[src/rtl/mem_bus_ctrl_if.sv]
// Pipeline-side access port and external memory bus of mem_bus_ctrl.
// master is the controller's view, slave the environment's view.
interface mem_bus_ctrl_if;
  logic        acc_req;
  logic        acc_we;
  logic [3:0]  acc_be;
  logic [31:0] paddr_in;
  logic        mmu_error_in;
  logic [31:0] wdata_in;
  logic        stall_o;
  logic [31:0] rdata_o;
  logic        done_o;
  logic        fault_o;
  logic [1:0]  fault_code_o;
  logic        bus_req_o;
  logic        bus_we_o;
  logic [31:0] bus_addr_o;
  logic [3:0]  bus_be_o;
  logic [31:0] bus_wdata_o;
  logic        bus_ack_i;
  logic [31:0] bus_rdata_i;

  modport master (
    input  acc_req, acc_we, acc_be, paddr_in,
    input  mmu_error_in, wdata_in,
    input  bus_ack_i, bus_rdata_i,
    output stall_o, rdata_o, done_o, fault_o,
    output fault_code_o,
    output bus_req_o, bus_we_o, bus_addr_o,
    output bus_be_o, bus_wdata_o
  );

  modport slave (
    output acc_req, acc_we, acc_be, paddr_in,
    output mmu_error_in, wdata_in,
    output bus_ack_i, bus_rdata_i,
    input  stall_o, rdata_o, done_o, fault_o,
    input  fault_code_o,
    input  bus_req_o, bus_we_o, bus_addr_o,
    input  bus_be_o, bus_wdata_o
  );
endinterface

[src/rtl/mem_bus_ctrl.sv]
// Memory access controller: checks alignment/MMU faults, runs one bus
// cycle with a wait-state timeout, and reports done/fault pulses.
module mem_bus_ctrl #(
  parameter int TIMEOUT = 15
) (
  input logic           clk,
  input logic           clr_n,
  mem_bus_ctrl_if.master bus
);

  localparam logic [1:0] S_IDLE  = 2'd0;
  localparam logic [1:0] S_BUS   = 2'd1;
  localparam logic [1:0] S_DONE  = 2'd2;
  localparam logic [1:0] S_FAULT = 2'd3;

  localparam logic [7:0] CNT_LAST = 8'(TIMEOUT - 1);

  logic [1:0]  r_state;
  logic [7:0]  r_cnt;
  logic [31:0] r_rdata;
  logic [31:0] r_addr;
  logic [31:0] r_wdata;
  logic [3:0]  r_be;
  logic        r_we;
  logic [1:0]  r_fcode;

  logic w_mis;
  logic w_ok;
  logic w_idle;
  logic w_busy;

  always_comb begin
    w_mis = 1'b1;
    unique case (1'b1)
      (bus.acc_be == 4'b1111):
        w_mis = (bus.paddr_in[1:0] != 2'b00);
      (bus.acc_be == 4'b0011),
      (bus.acc_be == 4'b1100):
        w_mis = bus.paddr_in[0];
      (bus.acc_be == 4'b0001),
      (bus.acc_be == 4'b0010),
      (bus.acc_be == 4'b0100),
      (bus.acc_be == 4'b1000):
        w_mis = 1'b0;
      default:
        w_mis = 1'b1;
    endcase
  end

  assign w_idle = (r_state == S_IDLE);
  assign w_busy = (r_state == S_BUS);
  assign w_ok   = bus.acc_req & ~bus.mmu_error_in & ~w_mis;

  // Gated by clr_n so the pipeline is never frozen while held in reset.
  assign bus.stall_o = clr_n & ((w_idle & w_ok) | w_busy);

  always_ff @(posedge clk or negedge clr_n) begin
    if (!clr_n) begin
      r_state <= S_IDLE;
      r_cnt   <= 8'd0;
      r_rdata <= 32'd0;
      r_addr  <= 32'd0;
      r_wdata <= 32'd0;
      r_be    <= 4'd0;
      r_we    <= 1'b0;
      r_fcode <= 2'b00;
    end else begin
      unique case (r_state)
        S_IDLE: begin
          if (bus.acc_req) begin
            if (bus.mmu_error_in) begin
              r_fcode <= 2'b01;
              r_state <= S_FAULT;
            end else if (w_mis) begin
              r_fcode <= 2'b10;
              r_state <= S_FAULT;
            end else begin
              r_addr  <= bus.paddr_in;
              r_we    <= bus.acc_we;
              r_be    <= bus.acc_be;
              r_wdata <= bus.wdata_in;
              r_cnt   <= 8'd0;
              r_state <= S_BUS;
            end
          end
        end
        S_BUS: begin
          if (bus.bus_ack_i) begin
            if (!r_we) r_rdata <= bus.bus_rdata_i;
            r_state <= S_DONE;
          end else if (r_cnt == CNT_LAST) begin
            r_fcode <= 2'b11;
            r_state <= S_FAULT;
          end else begin
            r_cnt <= r_cnt + 8'd1;
          end
        end
        default: r_state <= S_IDLE;
      endcase
    end
  end

  assign bus.rdata_o      = r_rdata;
  assign bus.done_o       = (r_state == S_DONE);
  assign bus.fault_o      = (r_state == S_FAULT);
  assign bus.fault_code_o = r_fcode;
  assign bus.bus_req_o    = w_busy;
  assign bus.bus_we_o     = r_we;
  assign bus.bus_addr_o   = r_addr;
  assign bus.bus_be_o     = r_be;
  assign bus.bus_wdata_o  = r_wdata;

endmodule

[src/flat_wrapper.sv]
// flat-port wrapper written by rule: the top's interface ports become plain ports
module mem_bus_ctrl_flat 
#(
  parameter int TIMEOUT = 15
)
  (clk, clr_n, bus_acc_req, bus_acc_we, bus_acc_be, bus_paddr_in, bus_mmu_error_in, bus_wdata_in, bus_bus_ack_i, bus_bus_rdata_i, bus_stall_o, bus_rdata_o, bus_done_o, bus_fault_o, bus_fault_code_o, bus_bus_req_o, bus_bus_we_o, bus_bus_addr_o, bus_bus_be_o, bus_bus_wdata_o);
  mem_bus_ctrl_if bus_i ();
  input logic clk;
  input logic clr_n;
  input wire logic [$bits(bus_i.acc_req)-1:0] bus_acc_req;
  input wire logic [$bits(bus_i.acc_we)-1:0] bus_acc_we;
  input wire logic [$bits(bus_i.acc_be)-1:0] bus_acc_be;
  input wire logic [$bits(bus_i.paddr_in)-1:0] bus_paddr_in;
  input wire logic [$bits(bus_i.mmu_error_in)-1:0] bus_mmu_error_in;
  input wire logic [$bits(bus_i.wdata_in)-1:0] bus_wdata_in;
  input wire logic [$bits(bus_i.bus_ack_i)-1:0] bus_bus_ack_i;
  input wire logic [$bits(bus_i.bus_rdata_i)-1:0] bus_bus_rdata_i;
  output wire logic [$bits(bus_i.stall_o)-1:0] bus_stall_o;
  output wire logic [$bits(bus_i.rdata_o)-1:0] bus_rdata_o;
  output wire logic [$bits(bus_i.done_o)-1:0] bus_done_o;
  output wire logic [$bits(bus_i.fault_o)-1:0] bus_fault_o;
  output wire logic [$bits(bus_i.fault_code_o)-1:0] bus_fault_code_o;
  output wire logic [$bits(bus_i.bus_req_o)-1:0] bus_bus_req_o;
  output wire logic [$bits(bus_i.bus_we_o)-1:0] bus_bus_we_o;
  output wire logic [$bits(bus_i.bus_addr_o)-1:0] bus_bus_addr_o;
  output wire logic [$bits(bus_i.bus_be_o)-1:0] bus_bus_be_o;
  output wire logic [$bits(bus_i.bus_wdata_o)-1:0] bus_bus_wdata_o;
  assign bus_i.acc_req = bus_acc_req;
  assign bus_i.acc_we = bus_acc_we;
  assign bus_i.acc_be = bus_acc_be;
  assign bus_i.paddr_in = bus_paddr_in;
  assign bus_i.mmu_error_in = bus_mmu_error_in;
  assign bus_i.wdata_in = bus_wdata_in;
  assign bus_i.bus_ack_i = bus_bus_ack_i;
  assign bus_i.bus_rdata_i = bus_bus_rdata_i;
  assign bus_stall_o = bus_i.stall_o;
  assign bus_rdata_o = bus_i.rdata_o;
  assign bus_done_o = bus_i.done_o;
  assign bus_fault_o = bus_i.fault_o;
  assign bus_fault_code_o = bus_i.fault_code_o;
  assign bus_bus_req_o = bus_i.bus_req_o;
  assign bus_bus_we_o = bus_i.bus_we_o;
  assign bus_bus_addr_o = bus_i.bus_addr_o;
  assign bus_bus_be_o = bus_i.bus_be_o;
  assign bus_bus_wdata_o = bus_i.bus_wdata_o;
  mem_bus_ctrl #(.TIMEOUT(TIMEOUT)) u_core (.clk(clk), .clr_n(clr_n), .bus(bus_i));
endmodule
[config.mk]
export PLATFORM = sky130hd
export DESIGN_NAME = mem_bus_ctrl_flat
export DESIGN_NICKNAME = d
export VERILOG_FILES = /design/src/rtl/mem_bus_ctrl_if.sv /design/src/rtl/mem_bus_ctrl.sv /design/src/flat_wrapper.sv
export SDC_FILE = /design/constraint.sdc
export NUM_CORES = 1
export LEC_CHECK = 0
export ABC_AREA = 1
export ABC_CLOCK_PERIOD_IN_PS = 2500
export CAP_MARGIN = 20
export CORE_ASPECT_RATIO = 1.75
export CORE_MARGIN = 2
export CORE_UTILIZATION = 45
export CTS_CLUSTER_DIAMETER = 120
export CTS_CLUSTER_SIZE = 30
export DETAILED_ROUTE_END_ITERATION = 8
export PLACE_DENSITY_LB_ADDON = 0.08
export SLEW_MARGIN = 10
export SYNTH_ARGS = -nofsm -noshare
export SYNTH_HDL_FRONTEND = slang
export SYNTH_SLANG_ARGS = --single-unit
[constraint.sdc]
create_clock -name clk -period 2.5 [get_ports clk]
set_input_delay 0.375 -clock clk [delete_from_list [all_inputs] [get_ports clk]]
set_output_delay 0.375 -clock clk [all_outputs]
set_load 0.05 [all_outputs]
Word level (Yosys, flattened, before mapping)
Cells that the tools add are included.
{ "totals": {"output_inout_bits": 107, "word_cells": 64, "inputBits": 106, "reg_bits": 113} }
{ "op_classes": {"n_eq_ne": 19, "add_sub_neg": 1, "n_mux": 18, "reduce_logical": 10, "bitwise": 8} }
{ "op_table": {"columns": ["op", "count"], "rows": [
  ["8-bit 2-to-1 mux", 5],
  ["2-bit 2-to-1 mux", 9],
  ["8-bit case mux with 2 select lines", 1],
  ["4-bit equality test (second input constant)", 3],
  ["2-bit != test (second input constant)", 6],
  ["8-bit by 1-bit adder with 8-bit output (second input constant)", 1],
  ["4-bit by 2-bit equality test with 1-bit output (second input constant)", 2],
  ["8-bit by 4-bit equality test with 1-bit output (second input constant)", 1],
  ["2-bit case mux with 2 select lines", 2],
  ["6-bit AND reduction", 1],
  ["5-bit AND reduction", 1],
  ["1-bit bitwise AND", 4],
  ["2-bit equality test (second input constant)", 2],
  ["4-bit by 1-bit equality test with 1-bit output (second input constant)", 1],
  ["4-bit by 3-bit equality test with 1-bit output (second input constant)", 1],
  ["4-bit AND reduction", 1],
  ["2-bit nonzero test", 2],
  ["4-bit OR reduction", 1],
  ["3-bit by 2-bit != test with 1-bit output (second input constant)", 1],
  ["3-bit != test (second input constant)", 1],
  ["1-bit inverter", 3],
  ["1-bit case mux with 3 select lines", 1],
  ["3-bit AND reduction", 1],
  ["2-bit by 1-bit equality test with 1-bit output (second input constant)", 1],
  ["4 further kinds", 4]
]} }

Logic depth before layout (Yosys ltp)
Gate-level depths: netlist of run 1.
{ "depth": {"word_depth": 8, "ltp_mapped": 11} }

Least setup slack after synthesis of run 1
Ideal clock, no wire load.
{ "synth_path": {"kind": "input port to output port", "start": "in bus_paddr_in[0]", "end": "out bus_stall_o", "required_time_ns": 2.125, "arrival_time_ns": 1.662, "setup_slack_ns": 0.463, "cell_stages": 7, "path_cell_list": "or2_1 > nand2_2 > nand2_2 > nor2_4 > nand4_4 > buf_6 > a21boi_2"} }
{ "synth_via": {"elab_chain_cells": 7} }
{ "synth_lines": {"columns": ["element", "line_no", "rtl"], "rows": [
  ["from (decl)", "flat_wrapper.sv:13", "input wire logic [$bits(bus_i.paddr_in)-1:0] bus_paddr_in;"],
  ["2-bit nonzero test", "mem_bus_ctrl.sv:36", "w_mis = (bus.paddr_in[1:0] != 2'b00);"],
  ["1-bit case mux with 3 select lines *", "mem_bus_ctrl.sv:34", "unique case (1'b1)"],
  ["1-bit inverter (no source line) *", null, null],
  ["1-bit bitwise AND *", "mem_bus_ctrl.sv:52", "assign w_ok = bus.acc_req & ~bus.mmu_error_in & ~w_mis;"],
  ["1-bit bitwise AND *", "mem_bus_ctrl.sv:55", "assign bus.stall_o = clr_n & ((w_idle & w_ok) | w_busy);"],
  ["1-bit bitwise OR *", "mem_bus_ctrl.sv:55", null],
  ["1-bit bitwise AND *", "mem_bus_ctrl.sv:55", null],
  ["to (decl)", "flat_wrapper.sv:18", "output wire logic [$bits(bus_i.stall_o)-1:0] bus_stall_o;"]
]} }
Mark *: on every way between the ends. The rest lies on a longest branch, timed or not.

Worst setup path in the final report of run 1
{ "layout_path": {"start": "reg u_core.r_state[1]", "end": "out bus_done_o"} }
{ "layout_via": {"elab_chain_cells": 1} }
{ "layout_lines": {"columns": ["element", "line_no", "rtl"], "rows": [
  ["from (decl)", "mem_bus_ctrl.sv:18", "logic [1:0] r_state;"],
  ["from (signal assigned)", "mem_bus_ctrl.sv:59", "r_state <= S_IDLE;"],
  ["from (signal assigned)", "mem_bus_ctrl.sv:73", "r_state <= S_FAULT;"],
  ["from (signal assigned)", "mem_bus_ctrl.sv:76", "r_state <= S_FAULT;"],
  ["2-bit equality test", "mem_bus_ctrl.sv:104", "assign bus.done_o = (r_state == S_DONE);"],
  ["to (decl)", "flat_wrapper.sv:20", "output wire logic [$bits(bus_i.done_o)-1:0] bus_done_o;"]
]} }
Every way passes these cells.

==> results by group, run 1 <==
Run status
  • Status: completed

Clock network
  • Post_cts resized: 0
  • Hold_buf cts: 0
  • CTS sink cnt: between 100 and 150
  • H-tree depth: 4
  • Cts bufs inserted: 17
  • Clk root buf: clkbuf_16
  • Clock buffer depth: 2
  • Clock Latency Late Sink: 0.40 ns
  • Number of setup buffers added after CTS: 0
  • Clock transition at path regs: 0.05 ns
  • CTS tree: done

STA
  • Worst-Margin Slew: 0.605 ns
  • Setup tns final: 0 ns
  • Tmin final: between 2 and 2.5 ns
  • Final Skew: between 0.009 and 0.01 ns
  • Period utilization: between 80% and 90%
  • RSZ-0062 raised after global routing: no
  • Hold slack: 0.0702 ns
  • Final count of pins violating max slew: 0
  • Worst slew margin: between 50% and 60%
  • Final Setup Violations: 0
  • Final Hold Vio Count: 0
  • Max Clock Freq: about 450 MHz

Synth
  • Yosys reg bits: 113
  • Distinct cells, synth: 29
  • Synth area leader: dfrtp_1
  • Synthesis warning total: 0
  • Post-synthesis cell area: 5010 µm²
  • Post-synth EDFFs: 0
  • Post-synthesis sequential area ratio: 56.4%
  • Cell count after synthesis: between 500 and 600
  • Top cells by area, synth: dfrtp_1 56%, nand2_1 14%, nand4_1 8.7%
  • Most used DFF post-synth: dfrtp_1
  • FFs w/ async S/R, synth: between 90% and 100%
  • Mapped Nets: between 600 and 700
  • Post-synth top area share: 56.4%
  • Synth Area per Inst: 9.67 µm²

Finish
  • Share of cells above drive strength 1: 13.5%
  • Area Growth Syn to Fin: 55.2%
  • ANT cells: 0
  • Fin area: around 7800 µm²
  • Fillers: between 800 and 900
  • Nets: around 840

Power
  • Max IR drop VDD: 935 µV
  • Net load switching power: around 5500 µW
  • Cell Pwr Density: 1500 nW/µm²
  • Int Pwr: just over 6000 µW
  • Sw frac: 46.8%
  • Combinational power share: 53.8%
  • Clock Power Share: 19.7%
  • Final Power: approximately 12000 µW
  • Leak: roughly 0.0037 µW
  • Sequential fraction of design power: 26.6%

Global routing
  • Global-route wire length before repair: 23400 µm
  • Gr usage total: 24.7%
  • Global route overflow: 0
  • Vias in the first global route: 4700
  • Antenna violations before repair: 0
  • Largest net degree at the start of global routing: between 100 and 150

Detailed routing
  • Routed WL: 14500 µm
  • Via Count: 4520
  • # DRC: 0
  • Drt first-iter violations: about 230
  • Post-DRT Antenna Nets: 0
  • Routed len/inst: 16.5 µm
  • Drt pass-1 iters: 4
  • Vias per inst: between 5 and 6

Placed design
  • Port bufs: 212
  • Dpl hpwl: roughly 10000 µm
  • Placer Congestion: 0.817
  • Placed inst area: 7210 µm²

Setup path
  • Register-to-register path setup slack: 0.78 ns
  • Reg2reg start: u_core.r_state[0]
  • R2R depth: 9
  • CP startpoint kind: flop
  • CP Capture Type: output port
  • Crit path to: bus_done_o
  • Arr. time, crit path: 1.87 ns
  • Setup CP Type: reg2out
  • Reg-to-reg endpoint: u_core.bus.fault_code_o[0]
  • Critical Path RT: 2.12 ns
  • Critical path origin: u_core.r_state[1]
  • CP max FO: 4

Floorplanning
  • Top-Level Pins: 213
  • Die Span X: about 84 µm
  • DIE HEIGHT: 144 µm
  • Die area: 12000 µm²
  • Initial core utilization: 45.7%
  • Core Rows: 51
  • Core area: between 10000 and 15000 µm²

Min path
  • Hold Crit Class: in2async

Job
  • Max-cap violations: 0
[Yosys cell counts (2+ instances only)]
master    number
xor2_1         2
buf_4          4
nand2_1      187
buf_6          8
buf_2          9
a21oi_1        2
nand3_1       12
ha_1           2
dfrtp_1      113
nor3b_1        2
inv_1         22
nor2_2         3
nand2_2        8
clkbuf_1       8
inv_2          7
buf_1          2
mux2_2        31
nand4_1       70
nor2_4         5
nor2_1        12
[per-layer routing]
metal / vias to the layer above / global-route usage [%] / share of wire (%)
li1: 2139 / - / -
met1: 2161 / 27.3 / 37
met2: 186 / 42.9 / 52
met3: 34 / 7.70 / 6.5
met4: 0 / 12.2 / 3.8
met5: - / 0 / 0
[cell usage in the layout (no fill, tap or decap), types with 3 or more instances in the layout]
| cell | synthesis | routed |
|---|---|---|
| buf_12 | 0 | 3 |
| buf_4 | 4 | 10 |
| clkbuf_1 | 8 | 3 |
| clkbuf_16 | 0 | 17 |
| clkdlybuf4s50_1 | 0 | 210 |
| clkinv_2 | 0 | 6 |
| dfrtp_1 | 113 | 113 |
| inv_1 | 22 | 22 |
| inv_2 | 7 | 7 |
| mux2_2 | 31 | 31 |
| nand2_1 | 187 | 187 |
| nand2_2 | 8 | 8 |
| nand3_1 | 12 | 12 |
| nand4_1 | 70 | 70 |
| nor2_1 | 12 | 12 |
| nor2_2 | 3 | 3 |
| nor2_4 | 5 | 5 |
[worst min path at each step]
stage,from,endpoint,depth (start not counted)
floorplan,clr_n,u_core.bus.bus_addr_o[0],0
global placement,u_core.bus.bus_wdata_o[7],u_core.bus.bus_wdata_o[7],2
detailed placement,u_core.bus.bus_addr_o[21],u_core.bus.bus_addr_o[21],2
finish,clr_n,u_core.r_cnt[7],2
CTS,clr_n,u_core.bus.bus_wdata_o[24],2
global route,clr_n,u_core.r_cnt[7],2
[cell families after synthesis]
group                    after synthesis  share of synthesized area [%]
XOR/XNOR                               2                          0.350
adder cells (fa/ha/maj)                2                          0.499
AO/OA/AOI/OAI                          6                          0.824
AND/OR/NAND/NOR                      303                           28.5
multiplexers                          32                           7.19
buffers and inverters                 60                           6.22
flip-flops                           113                           56.4
[layout make-up]
type                            count  area (µm²)  share of cell area, %
Inverter                           29         109                   1.40
Multi-Input combinational cell    345        1870                   24.1
Clock inverter                     11         114                   1.46
Timing Repair Buffer              223        2240                   28.8
Sequential cell                   113        2830                   36.4
Tap cell                          132         165                   2.12
Clock buffer                       21         450                   5.79
[power by group through the flow]
stage               clock network (µW)  registers [µW]  logic (µW)
global route                      2410            3210        6570
global placement                     0            3070        6220
finish                            2290            3090        6260
CTS                               2340            3100        6300
detailed placement                   0            3110        6290
floorplan                            0            5860        1270
[flip-flops by register name, summed over array words and instances, names as in the netlist]
| signal | cells |
|---|---|
| u_core.bus.bus_addr_o | 32 |
| u_core.bus.bus_be_o | 4 |
| u_core.bus.bus_wdata_o | 32 |
| u_core.bus.bus_we_o | 1 |
| u_core.bus.fault_code_o | 2 |
| u_core.bus.rdata_o | 32 |
| u_core.r_cnt | 8 |
| u_core.r_state | 2 |
[worst max-delay path, cell delays in order (launching register included)]
cell	delay (ns)
dfrtp_1	0.46
inv_2	0.07
nor2_1	0.10
clkdlybuf4s50_1	0.83
[per-stage QoR]
stage	setup slack, ns	util (%)	instances
CTS	0.242	70.8	874
floorplan	0.463	-	518
global placement	0.314	65.7	842
detailed placement	0.282	65.7	842
global route	0.181	70.8	874
finish	0.256	70.8	874
Note: power is estimated with default switching activity, not from simulation.
==> inputs of run 2 (changes only) <==
--- a/config.mk
+++ b/config.mk
@@ -8,9 +8,9 @@
 export ABC_AREA = 1
 export ABC_CLOCK_PERIOD_IN_PS = 2500
 export CAP_MARGIN = 20
-export CORE_ASPECT_RATIO = 1.75
+export CORE_ASPECT_RATIO = 0.9
 export CORE_MARGIN = 2
-export CORE_UTILIZATION = 45
+export CORE_UTILIZATION = 30
 export CTS_CLUSTER_DIAMETER = 120
 export CTS_CLUSTER_SIZE = 30
 export DETAILED_ROUTE_END_ITERATION = 8
==> results by group, run 2 (synthesized netlist as in run 1, its figures left out) <==
Floorplanning
  • DIE HEIGHT: 127 µm
  • Die Span X: 140 µm
  • Die area: roughly 18000 µm²
  • Top-Level Pins: about 210
  • Core area: 16200 µm²
  • Core Rows: 44
  • Initial core utilization: a little under a third

Run status
  • Status: completed

Finish
  • Share of cells above drive strength 1: 13.6%
  • Most frequent cells in the layout: 210 x clkdlybuf4s50_1, 187 x nand2_1, 113 x dfrtp_1
  • Storage cell area: 2830 µm²
  • ANT cells: 0
  • Nets: 836
  • Fillers: 1495
  • Area Growth Syn to Fin: 57.9%
  • Most common cell after layout, fill and taps aside: clkdlybuf4s50_1
  • Area of the multi-input gates: about 1900 µm²

STA
  • Final Hold Vio Count: 0
  • Final Setup Violations: 0
  • Worst-Margin Slew: 0.606 ns
  • Period utilization: 88.6%
  • Tmin final: 2.21 ns
  • Max Clock Freq: 452 MHz
  • RSZ-0062 raised after global routing: no
  • Final count of pins violating max slew: 0
  • Setup tns final: 0 ns
  • Final Skew: ~0.0057 ns
  • Worst slew margin: 59.6%

Setup path
  • Critical path origin: bus_acc_be[0]
  • CP startpoint kind: primary input
  • Slowest stage delay, CP: approximately 0.53 ns
  • Arr. time, crit path: 1.84 ns
  • Critical Path RT: 2.12 ns
  • R2R depth: 10
  • Reg-to-reg endpoint: u_core.r_cnt[1]
  • Crit path to: bus_stall_o
  • Reg2reg start: u_core.r_cnt[0]
  • Slowest CP cell: clkdlybuf4s50_1
  • CP max FO: 3
  • Crit-path most repeated cell: nor2_4
  • Register-to-register path setup slack: 0.91 ns
  • Setup CP Type: in2out
  • Crit-path cells: clkdlybuf4s50_1 > nand2_2 > nor2_4 > nor2_2 > nor2_4 > nand4_4 > a21boi_2 > buf_12
  • CP Capture Type: output port

Min path
  • Hold Crit Class: in2async

Global routing
  • Antenna violations before repair: 0
  • Largest net degree at the start of global routing: 114
  • Global-route wire length before repair: 23600 µm
  • Global route overflow: 0
  • Vias in the first global route: 4386
  • Gr usage total: 17.1%

Detailed routing
  • Via Count: 4383
  • Drt first-iter violations: around 190
  • Vias per inst: about 4.6
  • Routed WL: between 10000 and 15000 µm
  • Routed len/inst: ~15 µm
  • # DRC: 0
  • Drt pass-1 iters: 4
  • Post-DRT Antenna Nets: 0

Power
  • Sw frac: 46.4%
  • Max IR drop VDD: approximately 650 µV
  • Final Power: 11700 µW
  • Leak: 0.00370 µW
  • Sequential fraction of design power: 26.4%
  • Cell Pwr Density: 1480 nW/µm²
  • Clock Power Share: between 20% and 30%
  • Int Pwr: 6300 µW
  • Net load switching power: 5440 µW
  • Combinational power share: 53.1%

Clock network
  • Post_cts resized: 0
  • H-tree depth: 4
  • Hold_buf cts: 0
  • Clock buffer depth: 2
  • CTS tree: done
  • CTS sink cnt: 113
  • Number of setup buffers added after CTS: 0
  • Cts bufs inserted: 17
  • Clock Latency Late Sink: between 0.4 and 0.5 ns
  • Clock transition at path regs: 0.05 ns
  • Clk root buf: clkbuf_16

Placed design
  • Dpl hpwl: between 10000 and 15000 µm
  • Port bufs: 212
  • Placer Congestion: between 0.7 and 0.8

Job
  • Max-cap violations: 0
-- run 2: changes by cell type in the layout (fill, tap and decap cells not counted) --
cell,change
clkbuf_8,+4
buf_4,-2
clkbuf_1,-2
clkinv_2,-2
buf_12,+1
-- run 2: worst min path at each step --
stage,startpoint,endpoint,cells after the start
final,clr_n,u_core.bus.bus_wdata_o[30],2
after detailed placement,u_core.bus.bus_wdata_o[2],u_core.bus.bus_wdata_o[2],2
after global placement,u_core.bus.bus_addr_o[7],u_core.bus.bus_addr_o[7],2
after floorplan,clr_n,u_core.bus.bus_addr_o[0],0
after global routing,clr_n,u_core.bus.bus_wdata_o[30],2
after CTS,clr_n,u_core.bus.bus_wdata_o[30],2
-- run 2: metrics by stage --
| step | utilization, % | setup WS (ns) | instances | area (µm²) | hold slack [ns] |
|---|---|---|---|---|---|
| after global placement | 45.0 | 0.309 | 916 | 7310 | 0.454 |
| after detailed placement | 45.0 | 0.271 | 916 | 7310 | 0.457 |
| final | 48.7 | 0.286 | 948 | 7910 | 0.0851 |
| after global routing | 48.7 | 0.206 | 948 | 7910 | 0.124 |
| after floorplan | - | 0.463 | 518 | 5010 | 0.0794 |
| after CTS | 48.7 | 0.254 | 948 | 7910 | 0.117 |
-- run 2: power by group through the flow --
stage	Sequential [µW]	Combinational [µW]	Clock, µW
after floorplan	5860	1270	0
after global placement	3100	6250	0
after detailed placement	3120	6280	0
after CTS	3100	6300	2480
after global routing	3210	6550	2590
final	3090	6230	2410
-- run 2: final cells by class --
cell class              instances  share of cell area, %
flip-flops and latches        113                   35.7
multi-input cells             345                   23.7
repair buffers                222                   28.3
inverters                      29                   1.38
clock inverters                 9                   1.31
well taps                     207                   3.27
clock buffers                  23                   6.29
-- run 2: routing by layer --
layer  vias up  GRT usage (%)  part of all wire [%]
li1       2137              -                     -
met1      2066           21.9                    45
met2       161           26.9                    45
met3        19           5.55                   8.2
met4         0           7.31                   1.8
met5         -              0                     0
-- run 2: worst max-delay path, delay by kind of cell --
kind,cells,cell delay [ns]
AO/OA/AOI/OAI,1,0.19
buffers and inverters,2,0.69
AND/OR/NAND/NOR,5,0.58
==> inputs of run 3 (changes only) <==
--- a/config.mk
+++ b/config.mk
@@ -10,7 +10,8 @@
 export CAP_MARGIN = 20
 export CORE_ASPECT_RATIO = 0.9
 export CORE_MARGIN = 2
-export CORE_UTILIZATION = 30
+export CORE_UTILIZATION = 46
+export CTS_BUF_LIST = sky130_fd_sc_hd__clkbuf_4 sky130_fd_sc_hd__clkbuf_8 sky130_fd_sc_hd__clkbuf_16
 export CTS_CLUSTER_DIAMETER = 120
 export CTS_CLUSTER_SIZE = 30
 export DETAILED_ROUTE_END_ITERATION = 8
==> results by group, run 3 (synthesized netlist as in run 1, its figures left out) <==
Clock network
  • CTS tree: done
  • Number of setup buffers added after CTS: 0
  • Clock transition at path regs: 0.05 ns
  • Clock buffer depth: 2
  • Cts bufs inserted: 17
  • CTS sink cnt: around 110
  • Clock Latency Late Sink: ~0.41 ns
  • Clk root buf: clkbuf_16
  • H-tree depth: 4

Floorplanning
  • Core Rows: 36
  • Die Span X: 114 µm
  • DIE HEIGHT: 103 µm
  • Die area: about 12000 µm²
  • Core area: 10700 µm²
  • Top-Level Pins: 213
  • Initial core utilization: 46.7%

Job
  • Max-cap violations: 0

Run status
  • Status: completed

Setup path
  • CP Capture Type: output port
  • Reg2reg start: u_core.r_state[0]
  • Slowest CP cell: clkdlybuf4s50_1
  • CP startpoint kind: flop
  • Reg-to-reg endpoint: u_core.bus.fault_code_o[1]
  • R2R depth: 9
  • Critical path origin: u_core.r_state[1]
  • Crit-path cells: inv_2 > nor2_1 > clkdlybuf4s50_1
  • Register-to-register path setup slack: 0.78 ns
  • Arr. time, crit path: 1.94 ns
  • Slowest stage delay, CP: 0.86 ns
  • Setup CP Type: reg2out
  • CP max FO: 4
  • Critical Path RT: roughly 2.1 ns

STA
  • Final Hold Vio Count: 0
  • RSZ-0062 raised after global routing: no
  • Tmin final: 2.32 ns
  • Worst-Margin Slew: 0.654 ns
  • Period utilization: 92.8%
  • Setup tns final: 0 ns
  • Final Skew: 0.00719 ns
  • Max Clock Freq: 431 MHz
  • Worst slew margin: 56.4%
  • Final count of pins violating max slew: 0
  • Final Setup Violations: 0

Global routing
  • Largest net degree at the start of global routing: 70
  • Global route overflow: 0
  • Gr usage total: 25.3%
  • Antenna violations before repair: 0
  • Vias in the first global route: 4260
  • Global-route wire length before repair: 22500 µm

Detailed routing
  • Routed WL: 14800 µm
  • Post-DRT Antenna Nets: 0
  • Drt first-iter violations: approximately 200
  • Via Count: 4508
  • Vias per inst: 5.15
  • # DRC: 0
  • Drt pass-1 iters: 6
  • Routed len/inst: between 15 and 20 µm

Power
  • Leak: 0.00370 µW
  • Max IR drop VDD: 905 µV
  • Cell Pwr Density: 1510 nW/µm²

Finish
  • ANT cells: 0
  • Nets: 837
  • Most common cell after layout, fill and taps aside: clkdlybuf4s50_1
  • Most frequent cells in the layout: 210 x clkdlybuf4s50_1, 187 x nand2_1, 113 x dfrtp_1
  • Share of cells above drive strength 1: 13.7%
  • Area Growth Syn to Fin: 55.8%
  • Fin area: 7800 µm²

Placed design
  • Placed inst area: ~7000 µm²
  • Port bufs: 212
  • Dpl hpwl: about 10000 µm
  • Placer Congestion: 0.842

Min path
  • Hold Crit Class: in2async
## run 3: changes by cell type in the layout (fill, tap and decap cells not counted), sizes merged
cell | before | now
dlygate4sd3 | 0 | 1
## run 3: per-layer routing
| layer | wire (µm) | global-route usage [%] | up-vias |
|---|---|---|---|
| met5 | 0 | 0 | - |
| met4 | 231 | 9.19 | 0 |
| met3 | 1360 | 10.1 | 15 |
| met2 | 7300 | 41.0 | 179 |
| met1 | 5920 | 31.0 | 2169 |
| li1 | - | - | 2145 |
## run 3: area by class of cell
class                   count  area (µm²)
clock inverters             9         108
inverters                  29         109
fillers                   801        2920
multi-input cells         345        1870
well taps                 133         166
repair buffers            223        2240
flip-flops and latches    113        2830
clock buffers              23         483
## run 3: how the worst max path moves through the flow
stage,endpoint,slack [ns],cells past startpoint
6_report,bus_done_o,0.18,3
3_5_place_dp,bus_stall_o,0.26,10
2_1_floorplan,bus_stall_o,0.46,7
4_1_cts,bus_done_o,0.15,3
3_3_place_gp,bus_stall_o,0.32,8
5_1_grt,bus_done_o,0.1,3
## run 3: worst max-delay path, delay by kind of cell (launching register included)
family        cells  cell delay (ns)
flops             1             0.44
simple gates      1             0.16
buf+inv           2             0.93
## run 3: timing repair
item	in CTS	in global routing
endpoints found under the hold margin	30	0
hold buffers	1	0
gates resized for setup	0	0
## run 3: per-stage QoR
step           setup slack (ns)  std cells  total power (µW)  hold slack, ns  util (%)
2_1_floorplan             0.463        518              7130          0.0794         -
3_3_place_gp              0.325        842              9270           0.334      67.2
3_5_place_dp              0.257        842              9390           0.345      67.2
4_1_cts                   0.153        875             11800           0.448      72.8
5_1_grt                  0.0953        875             12300           0.486      72.8
6_report                  0.180        875             11800           0.443      72.8
## run 3: power by group
part,total [µW],internal (µW),switching (µW)
logic,6260,2050,4210
clock network,2390,1560,833
registers,3110,2650,462
